## config.mk

```make
export PLATFORM = sky130hd
export DESIGN_NAME = prog_clkdiv
export DESIGN_NICKNAME = d
export VERILOG_FILES = /design/src/rtl/prog_clkdiv.sv
export SDC_FILE = /design/constraint.sdc
export NUM_CORES = 1
export LEC_CHECK = 0
export ABC_AREA = 0
export CORE_MARGIN = 3
export CORE_UTILIZATION = 58
export CTS_CLUSTER_DIAMETER = 50
export DETAILED_ROUTE_END_ITERATION = 16
export HOLD_SLACK_MARGIN = 0.15
export PLACE_DENSITY = 0.84
export SLEW_MARGIN = 40
export SYNTH_ARGS = -nofsm -noshare
export SYNTH_HDL_FRONTEND = slang
export SYNTH_SLANG_ARGS = --single-unit
```

## constraint.sdc

```tcl
create_clock -name CLOCK_50 -period 7.2 [get_ports CLOCK_50]
set_clock_uncertainty 0.2 [all_clocks]
set_input_delay 2.16 -clock CLOCK_50 [delete_from_list [all_inputs] [get_ports CLOCK_50]]
set_output_delay 2.16 -clock CLOCK_50 [all_outputs]
set_load 0.01 [all_outputs]
```

## src/rtl/prog_clkdiv.sv

```systemverilog
// prog_clkdiv: programmable clock divider with tick pulse, square wave and
// an up/down tick counter.
//
// Ports:
//   CLOCK_50 - single clock, all state changes on its rising edge
//   reset_n  - synchronous active-low reset
//   en       - prescaler and counter advance only while high
//   div      - divisor; tick period is div+1 enabled cycles
//   load     - synchronous restart of prescaler, counter and square wave
//   dir      - counter direction (1 = up, 0 = down), sampled on wrap edges
//   tick     - registered one-cycle pulse, once per period
//   sq       - registered square wave, toggles on every tick
//   count    - registered tick counter, modulo 2^CNT_W
//   tc       - terminal count for the current direction (combinational)
module prog_clkdiv #(
  parameter int unsigned DIV_W = 26,
  parameter int unsigned CNT_W = 4
) (
  input  logic             CLOCK_50,
  input  logic             reset_n,
  input  logic             en,
  input  logic [DIV_W-1:0] div,
  input  logic             load,
  input  logic             dir,
  output logic             tick,
  output logic             sq,
  output logic [CNT_W-1:0] count,
  output logic             tc
);

  logic [DIV_W-1:0] pre_q, pre_d;
  logic [DIV_W-1:0] div_q, div_d;
  logic [CNT_W-1:0] count_q, count_d;
  logic             tick_q, tick_d;
  logic             sq_q, sq_d;

  // Divisor is only re-sampled on a wrap edge or load, so a period already
  // in progress always completes with the divisor it started with.
  always_comb begin
    pre_d   = pre_q;
    div_d   = div_q;
    count_d = count_q;
    sq_d    = sq_q;
    tick_d  = 1'b0;
    if (load) begin
      pre_d   = '0;
      div_d   = div;
      count_d = '0;
      sq_d    = 1'b0;
    end else if (en) begin
      if (pre_q == div_q) begin
        pre_d   = '0;
        div_d   = div;
        tick_d  = 1'b1;
        sq_d    = ~sq_q;
        count_d = dir ? count_q + CNT_W'(1) : count_q - CNT_W'(1);
      end else begin
        pre_d = pre_q + DIV_W'(1);
      end
    end
  end

  always_ff @(posedge CLOCK_50) begin
    if (!reset_n) begin
      pre_q   <= '0;
      div_q   <= div;
      count_q <= '0;
      sq_q    <= 1'b0;
      tick_q  <= 1'b0;
    end else begin
      pre_q   <= pre_d;
      div_q   <= div_d;
      count_q <= count_d;
      sq_q    <= sq_d;
      tick_q  <= tick_d;
    end
  end

  assign tick  = tick_q;
  assign sq    = sq_q;
  assign count = count_q;
  assign tc    = dir ? (count_q == '1) : (count_q == '0);

endmodule

```

==> impl_metrics.env <==
export IMPL_post_place_ws_ns=1.39
export IMPL_drive_gt1_share_pct=6.25
export IMPL_rows=24
export IMPL_syn_area_um2=2690
export IMPL_dr_wl_met2_um=2490
export IMPL_drc=0
export IMPL_cts_sinks=58
export IMPL_die_area_um2=5490
export IMPL_endpoint="tc"
export IMPL_wire_per_inst_um=14.9
export IMPL_grt_first_pass_wirelength_um=8180
export IMPL_p_sw_share_pct=22.5
export IMPL_cts_buffers_inserted=9
export IMPL_synth_seq_cells=58
export IMPL_core_area_um2=4410
export IMPL_layout_setup_ws_ns=1.40
export IMPL_dp_hpwl_um=3620
export IMPL_syn_instance_count=240
export IMPL_p_clk_share_pct=37.9
export IMPL_routed_top_layer="met4"
export IMPL_worstPathArrival_ns=3.44
export IMPL_die_h_um=74.1
export IMPL_peakVddDrop_mv=0.163
export IMPL_yosysMostFrequentCell="xnor2_1"
export IMPL_syn_to_final_growth_pct=20.5
export IMPL_drt_met1_wl_um=2200
export IMPL_max_cap_violations=0
export IMPL_yosys_area_top_type_share_pct=29.0
export IMPL_hold_viol_final=0
export IMPL_ys_seq_area_share_pct=52.8
export IMPL_finalCritPeriodShare_pct=80.5
export IMPL_power_leakage_uw=0.00111
export IMPL_fmax_mhz=172
export IMPL_cts_buffer_depth=2
export IMPL_start_util_pct=61.0
export IMPL_antenna_cells=0
export IMPL_post_cts_repair_setup_buffers=0
export IMPL_min_period_ns=5.80
export IMPL_clk_latency_ns=0.34
export IMPL_p_int_uw=522
export IMPL_fin_nets=318
export IMPL_rr_endpoint="div_q[0]"
export IMPL_report_final_slew_viol_count=0
export IMPL_setup_viol=0
export IMPL_cts_tree="yes"
export IMPL_p_comb_share_pct=7.4
export IMPL_met3_length_um=243
export IMPL_reg2reg_slack_ns=4.38
export IMPL_yosysUniqueCellTypes=33
export IMPL_critPathMaxFanout=6
export IMPL_switchingPower_uw=152
export IMPL_cts_htree_levels=3
export IMPL_async_flop_share_pct=0
export IMPL_gp_congestion=0.802
export IMPL_synth_area_per_cell_um2=11.2
export IMPL_netlist_top_cells_count="37 x xnor2_1, 32 x dfxtp_1, 31 x nor2_1"
export IMPL_synth_area_leaders="edfxtp_1 29%, dfxtp_1 24%, xnor2_1 12%"
export IMPL_worstSetupStartpoint="dir"
export IMPL_vias=1864
export IMPL_rsz0062_at_grt="no"
export IMPL_pin_count=38
export IMPL_ant_nets=0
export IMPL_synth_edff_count=26
export IMPL_die_w_um=74.1
export IMPL_start_kind="input port"
export IMPL_rr_startpoint="div_q[2]"
export IMPL_post_cts_resized=0
export IMPL_hold_class="reg2reg"
export IMPL_power_frac_seq_pct=54.7
export IMPL_clockRootBuffer="clkbuf_8"
export IMPL_grtUsageTotal_pct=20.3
export IMPL_maxSlewHeadroom_pct=56.3
export IMPL_antenna_found_initial=0
export IMPL_setup_tns_ns=0
export IMPL_grt_max_degree=22
export IMPL_wl_um=5070
export IMPL_grt_overflow=0
export IMPL_reg2reg_depth=5
export IMPL_vias_per_cell=5.48
export IMPL_powerDensity_nw_per_um2=208
export IMPL_dr_pass1_iters=4
export IMPL_worstSetupPathType="in2out"
export IMPL_path_clk_slew_ns=0.06
export IMPL_grt_pass1_vias=1869
export IMPL_cp_required_ns=4.84
export IMPL_hold_slack_ns=0.320
export IMPL_cts_hold_buffers=0
export IMPL_drt_first_iter_violations=78
export IMPL_ys_flop_type="dfxtp_1"
export IMPL_status="completed"
export IMPL_worst_pin_slew_ns=0.653
export IMPL_io_buffers=37
export IMPL_syn_nets=275
export IMPL_end_kind="output pin"
export IMPL_yosys_area_top_type="edfxtp_1"
export IMPL_yosys_warnings=0
area by class of cell:
type / count / area (um^2)
clock inverters: 3 / 17.5
fillers: 316 / 1170
repair buffers: 39 / 405
multi-input cells: 171 / 1170
well taps: 52 / 65.1
flip-flops and latches: 58 / 1420
inverters: 4 / 15.0
clock buffers: 13 / 149
cell families (layout without fill, tap and decap cells):
logic type | after synthesis | in the layout | synth area share (%)
and+or+nand+nor | 96 | 96 | 18.6
DFF | 58 | 58 | 52.8
xor gates and xnor gates | 56 | 56 | 18.9
AOI/OAI and AO/OA | 14 | 14 | 3.35
buffers and inverters | 11 | 59 | 3.77
adders and majority gates | 4 | 4 | 2.14
muxes | 1 | 1 | 0.372
state kept, by name, summed over array words and instances (netlist names):
signal,cells
count,4
sq,1
pre_q,26
tick,1
div_q,26
critical path, cell delays in order:
cell             delay (ns)
clkdlybuf4s50_1        0.45
inv_1                  0.11
o21ai_0                0.17
clkdlybuf4s50_1        0.55
routing by layer:
layer	GRT usage (%)	vias up
li1	-	935
met1	24.1	866
met2	32.8	50
met3	4.73	13
met4	13.5	0
met5	0	-
how the worst min path moves through the flow:
| stage | start | to | slack, ns | depth (start not counted) |
|---|---|---|---|---|
| detailed placement | sq | sq | 0.29 | 2 |
| floorplan | sq | sq | 0.30 | 2 |
| CTS | sq | sq | 0.32 | 2 |
| global placement | sq | sq | 0.27 | 2 |
| global route | sq | sq | 0.33 | 2 |
| finish | sq | sq | 0.32 | 2 |
placed cells by master, fill, tap and decap left out, types with 9 or more instances in the layout:
master | netlist | final
clkdlybuf4s50_1 | 0 | 37
nand3_1 | 10 | 10
nor4_1 | 12 | 12
nand4_1 | 11 | 11
xnor2_1 | 37 | 37
dfxtp_1 | 32 | 32
nor2_1 | 31 | 31
edfxtp_1 | 26 | 26
xor2_1 | 18 | 18
clkbuf_8 | 0 | 10
nand2_1 | 9 | 9
metrics by stage:
stage	area [um^2]	utilization (%)	cells	total power, uW
global placement	3050	69.0	323	421
detailed placement	3080	69.7	324	425
finish	3240	73.4	340	673
global route	3240	73.4	340	694
floorplan	2690	-	240	400
CTS	3240	73.4	340	675
power groups by stage:
| stage | clock network [uW] | registers, uW | logic (uW) |
|---|---|---|---|
| floorplan | 0 | 373 | 27.5 |
| global placement | 0 | 375 | 46.3 |
| detailed placement | 0 | 376 | 49.1 |
| CTS | 257 | 368 | 49.8 |
| global route | 271 | 369 | 54.2 |
| finish | 255 | 368 | 49.7 |
Note: power is estimated with default switching activity, not from simulation.
